**config.mk**
```make
export PLATFORM = sky130hd
export DESIGN_NAME = pipeline_hazard_scoreboard_flat
export DESIGN_NICKNAME = d
export VERILOG_FILES = /design/src/rtl/pipeline_hazard_scoreboard_if.sv /design/src/rtl/pipeline_hazard_scoreboard.sv /design/src/flat_wrapper.sv
export SDC_FILE = /design/constraint.sdc
export NUM_CORES = 1
export LEC_CHECK = 0
export CORE_ASPECT_RATIO = 2
export CORE_MARGIN = 1
export CORE_UTILIZATION = 32
export CTS_BUF_LIST = sky130_fd_sc_hd__clkbuf_8 sky130_fd_sc_hd__clkbuf_16
export DETAILED_ROUTE_END_ITERATION = 10
export HOLD_SLACK_MARGIN = 0.05
export PLACE_DENSITY_LB_ADDON = 0.2
export SETUP_SLACK_MARGIN = 0.05
export SLEW_MARGIN = 30
export SYNTH_ARGS = -nofsm -noshare
export SYNTH_HDL_FRONTEND = slang
export SYNTH_SLANG_ARGS = --single-unit
```
**constraint.sdc**
```tcl
create_clock -name clk -period 3.4 [get_ports clk]
set_input_delay 0.68 -clock clk [delete_from_list [all_inputs] [get_ports clk]]
set_output_delay 0.68 -clock clk [all_outputs]
set_load 0.02 [all_outputs]
```
**src/rtl/pipeline_hazard_scoreboard_if.sv**
```systemverilog
// Decode-side request and stage-control bundle for pipeline_hazard_scoreboard.
// The flush wire exists only when PIPE_HAZ_FLUSH_EN is defined.
interface pipeline_hazard_scoreboard_if #(
    parameter int REG_AW = 5,
    parameter int LAT_W  = 3,
    parameter int CNT_W  = 16
);
    logic                   dec_valid;
    logic [REG_AW-1:0]      rs1_dec;
    logic [REG_AW-1:0]      rs2_dec;
    logic                   rs1_used_dec;
    logic                   rs2_used_dec;
    logic [REG_AW-1:0]      rd_dec;
    logic                   rd_used_dec;
    logic [LAT_W-1:0]       lat_dec;
    logic                   ex_busy;
`ifdef PIPE_HAZ_FLUSH_EN
    logic                   flush;
`endif
    logic [5:0]             stage_ena;
    logic [5:0]             stage_nop;
    logic                   issue;
    logic [2**REG_AW-1:0]   sb_busy;
    logic [CNT_W-1:0]       stall_cnt;

    modport master (
        output dec_valid, rs1_dec, rs2_dec, rs1_used_dec, rs2_used_dec,
        output rd_dec, rd_used_dec, lat_dec, ex_busy,
`ifdef PIPE_HAZ_FLUSH_EN
        output flush,
`endif
        input  stage_ena, stage_nop, issue, sb_busy, stall_cnt
    );

    modport slave (
        input  dec_valid, rs1_dec, rs2_dec, rs1_used_dec, rs2_used_dec,
        input  rd_dec, rd_used_dec, lat_dec, ex_busy,
`ifdef PIPE_HAZ_FLUSH_EN
        input  flush,
`endif
        output stage_ena, stage_nop, issue, sb_busy, stall_cnt
    );
endinterface

```
**src/rtl/pipeline_hazard_scoreboard.sv**
```systemverilog
// Countdown scoreboard hazard controller for the six-stage in-order core.
// Define PIPE_HAZ_FLUSH_EN to enable the branch-redirect flush mode.
module pipeline_hazard_scoreboard #(
    parameter int REG_AW = 5,
    parameter int WB_LAT = 2,
    parameter int LAT_W  = 3,
    parameter int CNT_W  = 16
) (
    input  logic clk,
    input  logic rst,
    pipeline_hazard_scoreboard_if.slave bus
);
    localparam int NREG = 2**REG_AW;
    localparam int CW   = $clog2(WB_LAT + 2**LAT_W);

    typedef enum logic [1:0] {RUN, HAZARD, BUSY, FLUSH} mode_t;

    logic [NREG-1:0][CW-1:0] cnt;
    logic [CNT_W-1:0]        stall_q;
    mode_t                   mode;
    logic                    raw, waw, hazard;
    logic                    count_down, stall_inc, load;
    logic [CW-1:0]           load_val;

    // cnt[0] is held at zero, so the x0 guards only document intent
    always_comb begin
        raw = bus.dec_valid &&
              ((bus.rs1_used_dec && bus.rs1_dec != '0 && cnt[bus.rs1_dec] != '0) ||
               (bus.rs2_used_dec && bus.rs2_dec != '0 && cnt[bus.rs2_dec] != '0));
        waw = bus.dec_valid && bus.rd_used_dec && bus.rd_dec != '0 &&
              cnt[bus.rd_dec] != '0;
        hazard = raw || waw;
    end

    always_comb begin
        mode = RUN;
        if (bus.ex_busy)
            mode = BUSY;
`ifdef PIPE_HAZ_FLUSH_EN
        else if (bus.flush)
            mode = FLUSH;
`endif
        else if (hazard)
            mode = HAZARD;
    end

    always_comb begin
        bus.stage_ena = 6'b111111;
        bus.stage_nop = 6'b000000;
        bus.issue     = 1'b0;
        count_down    = 1'b1;
        stall_inc     = 1'b0;
        if (rst) begin
            bus.stage_nop = 6'b111111;
        end else begin
            case (mode)
                BUSY: begin
                    bus.stage_ena = 6'b110000;
                    bus.stage_nop = 6'b001000;
                    count_down    = 1'b0;
                    stall_inc     = 1'b1;
                end
                FLUSH: bus.stage_nop = 6'b000111;
                HAZARD: begin
                    bus.stage_ena = 6'b111100;
                    bus.stage_nop = 6'b000010;
                    stall_inc     = 1'b1;
                end
                default: bus.issue = bus.dec_valid;
            endcase
        end
    end

    assign load     = bus.issue && bus.rd_used_dec && bus.rd_dec != '0;
    assign load_val = CW'(WB_LAT) + CW'(bus.lat_dec);

    // A fresh load wins over the decrement of the same register
    always_ff @(posedge clk) begin
        if (rst) begin
            cnt     <= '0;
            stall_q <= '0;
        end else begin
            for (int r = 1; r < NREG; r++) begin
                if (load && bus.rd_dec == REG_AW'(r))
                    cnt[r] <= load_val;
                else if (count_down && cnt[r] != '0)
                    cnt[r] <= cnt[r] - CW'(1);
            end
            if (stall_inc && stall_q != '1)
                stall_q <= stall_q + CNT_W'(1);
        end
    end

    always_comb begin
        bus.sb_busy = '0;
        for (int r = 0; r < NREG; r++)
            bus.sb_busy[r] = (cnt[r] != '0);
    end

    assign bus.stall_cnt = stall_q;
endmodule
```
**src/flat_wrapper.sv**
```systemverilog
// flat-port wrapper written by rule: the top's interface ports become plain ports
module pipeline_hazard_scoreboard_flat 
#(
    parameter int REG_AW = 5,
    parameter int WB_LAT = 2,
    parameter int LAT_W  = 3,
    parameter int CNT_W  = 16
)
  (clk, rst, bus_dec_valid, bus_rs1_dec, bus_rs2_dec, bus_rs1_used_dec, bus_rs2_used_dec, bus_rd_dec, bus_rd_used_dec, bus_lat_dec, bus_ex_busy, bus_stage_ena, bus_stage_nop, bus_issue, bus_sb_busy, bus_stall_cnt);
  pipeline_hazard_scoreboard_if #(.REG_AW(REG_AW), .LAT_W(LAT_W), .CNT_W(CNT_W)) bus_i ();
  input  logic clk;
  input  logic rst;
  input wire logic [$bits(bus_i.dec_valid)-1:0] bus_dec_valid;
  input wire logic [$bits(bus_i.rs1_dec)-1:0] bus_rs1_dec;
  input wire logic [$bits(bus_i.rs2_dec)-1:0] bus_rs2_dec;
  input wire logic [$bits(bus_i.rs1_used_dec)-1:0] bus_rs1_used_dec;
  input wire logic [$bits(bus_i.rs2_used_dec)-1:0] bus_rs2_used_dec;
  input wire logic [$bits(bus_i.rd_dec)-1:0] bus_rd_dec;
  input wire logic [$bits(bus_i.rd_used_dec)-1:0] bus_rd_used_dec;
  input wire logic [$bits(bus_i.lat_dec)-1:0] bus_lat_dec;
  input wire logic [$bits(bus_i.ex_busy)-1:0] bus_ex_busy;
  output wire logic [$bits(bus_i.stage_ena)-1:0] bus_stage_ena;
  output wire logic [$bits(bus_i.stage_nop)-1:0] bus_stage_nop;
  output wire logic [$bits(bus_i.issue)-1:0] bus_issue;
  output wire logic [$bits(bus_i.sb_busy)-1:0] bus_sb_busy;
  output wire logic [$bits(bus_i.stall_cnt)-1:0] bus_stall_cnt;
  assign bus_i.dec_valid = bus_dec_valid;
  assign bus_i.rs1_dec = bus_rs1_dec;
  assign bus_i.rs2_dec = bus_rs2_dec;
  assign bus_i.rs1_used_dec = bus_rs1_used_dec;
  assign bus_i.rs2_used_dec = bus_rs2_used_dec;
  assign bus_i.rd_dec = bus_rd_dec;
  assign bus_i.rd_used_dec = bus_rd_used_dec;
  assign bus_i.lat_dec = bus_lat_dec;
  assign bus_i.ex_busy = bus_ex_busy;
  assign bus_stage_ena = bus_i.stage_ena;
  assign bus_stage_nop = bus_i.stage_nop;
  assign bus_issue = bus_i.issue;
  assign bus_sb_busy = bus_i.sb_busy;
  assign bus_stall_cnt = bus_i.stall_cnt;
  pipeline_hazard_scoreboard #(.REG_AW(REG_AW), .WB_LAT(WB_LAT), .LAT_W(LAT_W), .CNT_W(CNT_W)) u_core (.clk(clk), .rst(rst), .bus(bus_i));
endmodule
```
Yosys cells after proc, flatten, opt, wreduce, memory -nomap -nowiden
Index checks and enable logic that the tools add are counted.

Add/sub/neg operators: 33. Multipliers: 0. Divide/modulo/power cells: 0. Order comparisons: 3. Eq/ne operators: 35. Shift operators: 0. Multiplexer cells: 80. Bitwise operators: 0. Reduce and logical (&&, ||, !) cells: 145.

Operator list (number): 4-bit 2-to-1 mux (65); 4-bit nonzero test (34); 4-bit by 1-bit subtractor with 4-bit output, second input constant (31); 5-bit == test, second input constant (16); 1-bit logical AND (73); 2-bit nonzero test (31); 4-bit binary-select mux with 5-bit select (3); 5-bit by 4-bit == test with 1-bit output, second input constant (8); 5-bit by 3-bit == test with 1-bit output, second input constant (4); 5-bit by 6-bit < comparator with 1-bit output, second input constant (3); 16-bit by 1-bit adder with 16-bit output, second input constant (1); 16-bit != test, second input constant (1); 5-bit nonzero test (3); 6-bit 2-to-1 mux (2); 4-bit one-hot mux with 3 select lines (1); 5-bit by 2-bit == test with 1-bit output, second input constant (2); 4-bit one-hot mux with 2 select lines (1); 1-bit 2-to-1 mux (7); 5-bit by 1-bit == test with 1-bit output, second input constant (1); 2-bit by 3-bit adder with 4-bit output, first input constant (1); 2-bit == test, second input constant (2); 3-bit OR reduction (1); 2-bit by 1-bit == test with 1-bit output, second input constant (1); 1-bit logical OR (2); other kinds (2) (2).

Flip-flop bits (word level): 140. Latch bits: 0. Bits in writable memories: 0. ROM bits: 0. Bits of input ports: 25. Output and inout bits: 61. Logic and storage cells: 328. Memories: 0.

Logic depth before layout (Yosys ltp)
Gate-level depths: netlist of run 1.

Depth in word-level cells: 17. Mapped depth: 12. Mapped depth without buffers: 9.

Worst setup path before layout of run 1
OpenSTA, ideal clock, no wires.

Path type: in2out. From: input bus_rs1_dec[1]. To: output bus_stage_nop[1]. Data arrival time: 2.751 ns. Required time: 2.720 ns. Slack: -0.031 ns. Stages: 8. Buffers on the path: 1. Cell sequence: buf_2 > inv_2 > mux4_2 > or3b_1 > a32o_2 > nand3_4 > nand2_1 > o21ai_0.

Longest elaborated chain between the ends: 12. Elaborated cells between the ends (all ways): 16. Classes of those cells: eq/ne (3); mux (6); reduce/logical (7).

Ends and longest elaborated chain: start, declared (RTL line flat_wrapper.sv:14) `input wire logic [$bits(bus_i.rs1_dec)-1:0] bus_rs1_dec;`; 4-bit binary-select mux with 5-bit select (RTL line pipeline_hazard_scoreboard.sv:28) `((bus.rs1_used_dec && bus.rs1_dec != '0 && cnt[bus.rs1_dec] != '0) ||`; 4-bit 2-to-1 mux (not written as such) (RTL line pipeline_hazard_scoreboard.sv:28); 4-bit nonzero test (RTL line pipeline_hazard_scoreboard.sv:28); 1-bit logical AND * (RTL line pipeline_hazard_scoreboard.sv:28); 1-bit logical OR * (RTL line pipeline_hazard_scoreboard.sv:28); 1-bit logical AND * (RTL line pipeline_hazard_scoreboard.sv:27) `raw = bus.dec_valid &&`; 1-bit logical OR * (RTL line pipeline_hazard_scoreboard.sv:32) `hazard = raw || waw;`; 1-bit 2-to-1 mux * (RTL line pipeline_hazard_scoreboard.sv:43) `else if (hazard)`; 2-bit 2-to-1 mux * (RTL line pipeline_hazard_scoreboard.sv:37) `if (bus.ex_busy)`; 2-bit by 1-bit == test with 1-bit output / 2-bit == test (equally long branches) (RTL line pipeline_hazard_scoreboard.sv:56) `case (mode)`; 4-bit one-hot mux with 3 select lines * (RTL line pipeline_hazard_scoreboard.sv:56); 6-bit 2-to-1 mux * (RTL line pipeline_hazard_scoreboard.sv:53) `if (rst) begin`; end, declared (RTL line flat_wrapper.sv:23) `output wire logic [$bits(bus_i.stage_nop)-1:0] bus_stage_nop;`.

Mark *: on every way between the ends. The rest lies on a longest branch, timed or not. The select of a mux whose other input is x is not followed.

Worst setup path after layout of run 1
From: register u_core.cnt[8] (netlist name). To: output bus_issue.

Longest elaborated chain between the ends: 13. Elaborated cells between the ends (all ways): 23. Classes of those cells: eq/ne (3); mux (10); reduce/logical (10).

Ends and longest elaborated chain: start, declared (RTL line pipeline_hazard_scoreboard.sv:18) `logic [NREG-1:0][CW-1:0] cnt;`; start signal, assigned by index (RTL line pipeline_hazard_scoreboard.sv:85) `cnt[r] <= load_val;`; start signal, assigned by index (RTL line pipeline_hazard_scoreboard.sv:87) `cnt[r] <= cnt[r] - CW'(1);`; 4-bit binary-select mux with 5-bit select (on tied branches) (RTL line pipeline_hazard_scoreboard.sv:28, pipeline_hazard_scoreboard.sv:29); 4-bit 2-to-1 mux (on tied branches) (RTL line pipeline_hazard_scoreboard.sv:28, pipeline_hazard_scoreboard.sv:29); 4-bit nonzero test (on tied branches) (RTL line pipeline_hazard_scoreboard.sv:28, pipeline_hazard_scoreboard.sv:29); 1-bit logical AND (on tied branches) (RTL line pipeline_hazard_scoreboard.sv:28, pipeline_hazard_scoreboard.sv:29); 1-bit logical OR (RTL line pipeline_hazard_scoreboard.sv:28); 1-bit logical AND (RTL line pipeline_hazard_scoreboard.sv:27); 1-bit logical OR * (RTL line pipeline_hazard_scoreboard.sv:32); 1-bit 2-to-1 mux * (RTL line pipeline_hazard_scoreboard.sv:43); 2-bit 2-to-1 mux * (RTL line pipeline_hazard_scoreboard.sv:37); 2-bit == test / 2-bit by 1-bit == test with 1-bit output (equally long branches) (RTL line pipeline_hazard_scoreboard.sv:56); 3-bit OR reduction (no source line) *; 1-bit 2-to-1 mux * (RTL line pipeline_hazard_scoreboard.sv:56); 1-bit 2-to-1 mux * (RTL line pipeline_hazard_scoreboard.sv:53); end, declared (RTL line flat_wrapper.sv:24) `output wire logic [$bits(bus_i.issue)-1:0] bus_issue;`.

Marked as above.

==> results of run 1 <==
[through the flow]
stage | hold WS (ns) | setup TNS, ns | power [µW]
after floorplan | 0.458 | 0 | 6460
after detailed placement | 0.472 | -36.12 | 9470
after CTS | 0.496 | -0.700 | 11400
after global routing | 0.522 | -0.905 | 12200
final | 0.489 | -0.549 | 11300
after global placement | 0.472 | -37.15 | 9410
[synth_stat cells, types with 4 or more instances]
library cell | number | share of area, %
a211oi_1 | 32 | 2.6
a211oi_2 | 7 | 0.95
a21oi_1 | 71 | 3.9
a311oi_1 | 22 | 2.1
a31o_2 | 4 | 0.38
a31oi_1 | 81 | 5.5
and2_1 | 5 | 0.34
buf_2 | 8 | 0.43
buf_4 | 15 | 1.2
clkbuf_1 | 57 | 2.3
dfxtp_1 | 140 | 30
ha_1 | 33 | 4.5
inv_1 | 74 | 3.0
mux2_1 | 4 | 0.49
mux2_2 | 6 | 0.73
mux2i_1 | 13 | 1.4
mux4_2 | 13 | 3.2
nand2_1 | 129 | 5.3
nand2_2 | 4 | 0.27
nand3_1 | 30 | 1.6
nand4_1 | 15 | 1.0
nor2_1 | 140 | 5.7
nor2b_1 | 11 | 0.75
nor3_1 | 37 | 2.0
nor4_1 | 57 | 3.9
o211ai_1 | 8 | 0.65
o21ai_0 | 21 | 1.1
or3_1 | 8 | 0.54
or4_1 | 8 | 0.65
xnor2_1 | 42 | 4.0
xor2_1 | 28 | 2.7
[routing by layer]
layer	up-vias	track usage, %
met5	-	0
met4	0	14.4
met3	104	3.30
met2	310	44.3
met1	4851	24.5
li1	4888	-
[area by class of cell]
class	count	area share, %
inverters	76	2.26
clock buffers	20	3.67
clock inverters	12	0.659
flip-flops and latches	140	22.1
repair buffers	331	21.7
multi-input cells	895	46.1
well taps	356	3.50
[logic make-up after synthesis]
kind of cell,after synthesis,synth area share [%]
buf+inv,160,7.41
compound gates,284,20.7
other cells,2,0.0815
simple gates,469,24.4
xor+xnor,70,6.65
fa+ha+maj,33,4.48
mux,36,5.81
flops,140,30.4
[cells in the final DEF, fill, tap and decap left out, types with 8 or more instances in the layout]
cell             count
xor2_1              28
clkbuf_16           17
nand3_1             29
dfxtp_1            138
nor4_1              54
nand4_1             15
nor2_1             138
nor2b_1              9
inv_1               80
o211ai_1             8
buf_4              244
xnor2_1             42
nand2_1            128
ha_1                33
mux4_2              13
mux2i_1             13
o21ai_0             20
clkdlybuf4s50_1     68
a211oi_2             8
a21oi_1             71
a211oi_1            31
a31oi_1             81
nor3_1              36
a311oi_1            22
[sequential cells by signal, indices dropped and copies added (netlist names)]
signal / count
u_core.cnt: 124
u_core.bus.stall_cnt: 16
[final timing paths]
check / slack, ns / start / endpoint
setup / recovery: -0.15 / u_core.cnt[8] / bus_issue
hold reg to reg: 0.49 / u_core.bus.stall_cnt[15] / u_core.bus.stall_cnt[15]
hold / removal: 0.49 / u_core.bus.stall_cnt[15] / u_core.bus.stall_cnt[15]
setup reg to reg: 0.17 / u_core.cnt[8] / u_core.cnt[51]
[what timing repair did]
| action | in CTS | in global routing |
|---|---|---|
| hold buffers | 0 | 0 |
| setup endpoints to repair | 9 | 44 |
| buffers inserted | 4 | 1 |
| gates resized for setup | 46 | 13 |
| pin swaps | 6 | 7 |
[power groups by stage]
stage / Combinational [µW] / Sequential (µW) / Clock [µW]
finish: 7070 / 2490 / 1790
global route: 7750 / 2550 / 1890
CTS: 7070 / 2490 / 1830
detailed placement: 6960 / 2510 / 0
global placement: 6910 / 2510 / 0
floorplan: 3850 / 2620 / 0
[worst max-delay path: stages, from the launching register on]
cell	delay, ns
dfxtp_1	0.31
or4_1	0.68
mux2_2	0.33
a221oi_1	0.24
a211o_1	0.14
a32o_2	0.21
nand3_4	0.12
buf_4	0.17
nor2_4	0.09
buf_6	0.13
==> flow_summary.json, run 1 <==
{
  "dr_wl_met3_um": 1410,
  "drtAntennaViolNets": 0,
  "hold-path-cell-count": 1,
  "drive_gt1_share_pct": 23.6,
  "clk_pin_slew_ns": 0.06,
  "portBuffers": 82,
  "synth-seq-area-share_pct": 30.4,
  "async_reset_ff_share_pct": 0,
  "fin_area_um2": 12700,
  "rows": 87,
  "peakVddDrop_mv": 0.296,
  "die_area_um2": 29500,
  "cts_tree": "yes",
  "period_minus_slack_ns": 3.55,
  "vias": 10200,
  "fin_crit_sh_pct": 104,
  "yosysUniqueCellTypes": 73,
  "violations": "setup timing",
  "leakagePower_uw": 0.00520,
  "setup_ws_ns": -0.147,
  "finalHoldViolCount": 0,
  "grt-ovfl-total": 0,
  "seq_power_share_pct": 22.0,
  "ys_seq_elements": 140,
  "multi_input_area_um2": 5860,
  "fmax_mhz": 282,
  "path_max_fanout": 3,
  "relSlewSlack_pct": 43.8,
  "post-place-cells": 1793,
  "nets": 1519,
  "power_switching_uw": 4700,
  "p_clk_share_pct": 15.7,
  "dpl.hpwl_um": 26200,
  "final_core_util_pct": 44.9,
  "synth-edff-count": 0,
  "drt-total-wl_um": 34500,
  "combPwrFrac_pct": 62.3,
  "dieWidth_um": 122,
  "worst_slew_pin_slew_ns": 0.836,
  "p_int_uw": 6650,
  "worst_ep_arrival_time_ns": 2.87,
  "power_density_nw_per_um2": 893,
  "r2r_cells": 13,
  "avgSynthCellArea_um2": 7.72,
  "wl_met1_um": 12700,
  "critPathLaunchType": "flip-flop",
  "cts-htree-levels": 4,
  "grt_pass1_wl_um": 53400,
  "drtPass1Iterations": 6,
  "numCtsBuffers": 17,
  "drv_cap": 0,
  "drt_iter0_markers": 662,
  "clock-sinks": 140,
  "fin_cells": 1830,
  "worstSetupEndpointType": "primary output",
  "dr.max_layer_used": "met4",
  "gp_congestion": 0.955,
  "rsz0062_at_grt": "yes",
  "insertion_delay_ns": 0.44,
  "fillCellCount": 2837,
  "routedWlPerCell_um": 18.9,
  "area_delta_synth_final_pct": 37.9,
  "io_pins": 86,
  "viasPerCell": 5.55,
  "yosys_most_used_dff": "dfxtp_1",
  "grt_pass1_vias": 9935,
  "clock_skew_ns": 0.0119,
  "cts_buffer_depth": 2,
  "yosysWarnings": 0,
  "grt_max_degree": 72,
  "insertedDiodeCount": 0,
  "syn_area_um2": 9220,
  "grt_usage_pct": 23.9,
  "initial_core_util_pct": 32.6,
  "antenna_found_initial": 0,
  "seq_area_um2": 2810,
  "crit_type": "reg -> out",
  "status": "finished, violations left",
  "wl_met2_um": 18600,
  "cts_root_buffer": "clkbuf_16",
  "setup_violations": 4,
  "core-area_um2": 28300,
  "dp_slack_ns": -0.838,
  "fp.dieH_um": 242,
  "finalMaxSlewViolations": 0,
  "hp-class": "reg -> reg",
  "swShare_pct": 41.4,
  "route.detailed.drc": 0,
  "required_ns": 2.72,
  "synth_cells": 1194,
  "dpl_cell_area_um2": 12000
}
Power figures use the tool's default switching activity.
==> inputs of run 2 (changes only) <==
--- a/config.mk
+++ b/config.mk
@@ -11,7 +11,6 @@
 export CTS_BUF_LIST = sky130_fd_sc_hd__clkbuf_8 sky130_fd_sc_hd__clkbuf_16
 export DETAILED_ROUTE_END_ITERATION = 10
 export HOLD_SLACK_MARGIN = 0.05
-export PLACE_DENSITY_LB_ADDON = 0.2
 export SETUP_SLACK_MARGIN = 0.05
 export SLEW_MARGIN = 30
 export SYNTH_ARGS = -nofsm -noshare
==> flow_summary.json, run 2 (synthesis results as in run 1) <==
{
  "status": "finished, violations left",
  "violations": "setup timing",
  "cts_hold_buf": 0,
  "viasPerCell": 5.55,
  "setup_violations": 4,
  "finalMaxSlewViolations": 0,
  "hp-class": "reg -> reg",
  "peakVddDrop_mv": 0.472,
  "nets": 1481,
  "worst_ep_arrival_time_ns": 2.86,
  "finalHoldViolCount": 0,
  "r2r-start": "u_core.cnt[106]",
  "path_max_fanout": 6,
  "drive_gt1_share_pct": 21.0,
  "largest_reg_flops": 124,
  "multi_input_area_um2": 5790,
  "grt_usage_pct": 23.5,
  "antenna_found_initial": 0,
  "area_delta_synth_final_pct": 34.1,
  "required_ns": 2.72,
  "setup_ws_ns": -0.136,
  "period_minus_slack_ns": 3.54,
  "relSlewSlack_pct": 37.5,
  "rows": 87,
  "seq_area_um2": 2800,
  "fin_crit_sh_pct": 104,
  "final_core_util_pct": 43.7,
  "layout_common_cells": "208 x buf_4, 139 x nor2_1, 139 x dfxtp_1",
  "cts-htree-levels": 4,
  "gp_congestion": 0.945,
  "fin_cells": 1791,
  "vias": 9937,
  "grt_pass1_vias": 9871,
  "post-place-cells": 1755,
  "grtUsageMet2_pct": 42.3,
  "initial_core_util_pct": 32.6,
  "final.setup.tns_ns": -0.407,
  "r2r_cells": 14,
  "worstSetupEndpoint": "bus_stage_ena[1]",
  "insertion_delay_ns": 0.45,
  "route.detailed.drc": 0,
  "critPathLaunchType": "primary input",
  "clock-sinks": 140,
  "numCtsBuffers": 17,
  "grt_use_met1_pct": 23.4,
  "portBuffers": 82,
  "crit_path_start": "bus_rs2_dec[1]",
  "drt_iter0_markers": 620,
  "fin_worst_hold_slack_ns": 0.484,
  "fillCellCount": 2873,
  "io_pins": 86,
  "routedWlPerCell_um": 18.8,
  "rsz0062_at_grt": "yes",
  "grt-ovfl-total": 0,
  "clk_pin_slew_ns": 0.06,
  "dieWidth_um": 122,
  "insertedDiodeCount": 0,
  "mostFrequentLayoutCell": "buf_4",
  "grt-busiest-layer": "met2",
  "worst_slew_pin_slew_ns": 0.937,
  "crit_type": "in -> out",
  "die_area_um2": 29500,
  "drtAntennaViolNets": 0,
  "cts_buffer_depth": 2,
  "grt_pass1_wl_um": 52900,
  "fp.dieH_um": 242,
  "clock_skew_ns": 0.00946,
  "cts_root_buffer": "clkbuf_16",
  "core-area_um2": 28300,
  "leakagePower_uw": 0.00495,
  "drt-total-wl_um": 33700,
  "r2r_end": "u_core.cnt[32]",
  "drv_cap": 0,
  "cts_tree": "yes",
  "r2r_slack_ns": 0.22,
  "power_density_nw_per_um2": 896,
  "use_met3_pct": 3.81,
  "fmax_mhz": 283,
  "dpl.hpwl_um": 25500,
  "worstSetupEndpointType": "primary output",
  "regMostFlops": "u_core.cnt",
  "grt_max_degree": 79,
  "drtPass1Iterations": 5
}
[run 2: cell types whose count changed in the layout (fill, tap and decap cells not counted), moves of 2 or more]
cell	before	now
dlymetal6s2s_1	2	0
nor4_1	54	57
buf_4	244	208
nor4_4	2	0
clkinvlp_4	1	4
nor2b_1	9	11
nor2b_2	2	0
inv_1	80	75
buf_6	4	2
[run 2: cell type report]
cell class	instances	share of cell area (%)
sequential	140	22.7
clock buffer	19	3.66
inverter	76	2.33
clock inverter	12	0.992
timing repair buffer	293	19.9
multi-input combinational	895	46.8
tap	356	3.60
[run 2: per-layer routing]
metal  routed length, µm  part of all wire (%)
met4                2620                   7.8
met5                   0                     0
met3                1350                   4.0
met1               12100                    36
met2               17600                    52
[run 2: critical path, cell delays in order]
cell,delay [ns]
clkdlybuf4s50_1,0.48
buf_6,0.13
mux4_2,0.50
nand2_1,0.08
a32oi_1,0.10
a211o_2,0.36
nand3_4,0.14
nand2_4,0.06
a21o_1,0.17
buf_4,0.15
[run 2: power breakdown]
group / internal [µW] / total [µW] / switching [µW]
Combinational: 3190 / 6620 / 3430
Sequential: 2160 / 2580 / 418
Clock: 1110 / 1870 / 768
[run 2: stage by stage]
stage               power (µW)  setup slack (ns)  area [µm²]
global placement          9030            -0.776       11700
finish                   11100            -0.136       12400
floorplan                 6460            0.0689        9230
global route             11900            -0.224       12400
CTS                      11100            -0.106       12300
detailed placement        9120            -0.796       11700
[run 2: worst min-delay path by stage]
stage / slack (ns) / endpoint / depth (start not counted) / from
final: 0.48 / u_core.bus.stall_cnt[15] / 1 / u_core.bus.stall_cnt[15]
after global routing: 0.52 / u_core.cnt[33] / 2 / u_core.cnt[33]
after CTS: 0.49 / u_core.bus.stall_cnt[15] / 1 / u_core.bus.stall_cnt[15]
after detailed placement: 0.47 / u_core.bus.stall_cnt[15] / 1 / u_core.bus.stall_cnt[15]
after global placement: 0.47 / u_core.bus.stall_cnt[15] / 1 / u_core.bus.stall_cnt[15]
after floorplan: 0.46 / u_core.cnt[85] / 2 / u_core.cnt[85]
[run 2: repair_timing]
item	4_1_cts	5_1_grt
pin swaps	6	6
buffers inserted	4	1
setup endpoints to repair	8	9
gates resized for setup	35	7
==> inputs of run 3 (changes only) <==
--- a/config.mk
+++ b/config.mk
@@ -5,6 +5,7 @@
 export SDC_FILE = /design/constraint.sdc
 export NUM_CORES = 1
 export LEC_CHECK = 0
+export CAP_MARGIN = 20
 export CORE_ASPECT_RATIO = 2
 export CORE_MARGIN = 1
 export CORE_UTILIZATION = 32
==> results of run 3 <==
Same layout as run 2: the final DEF is identical, and so are final timing and power.
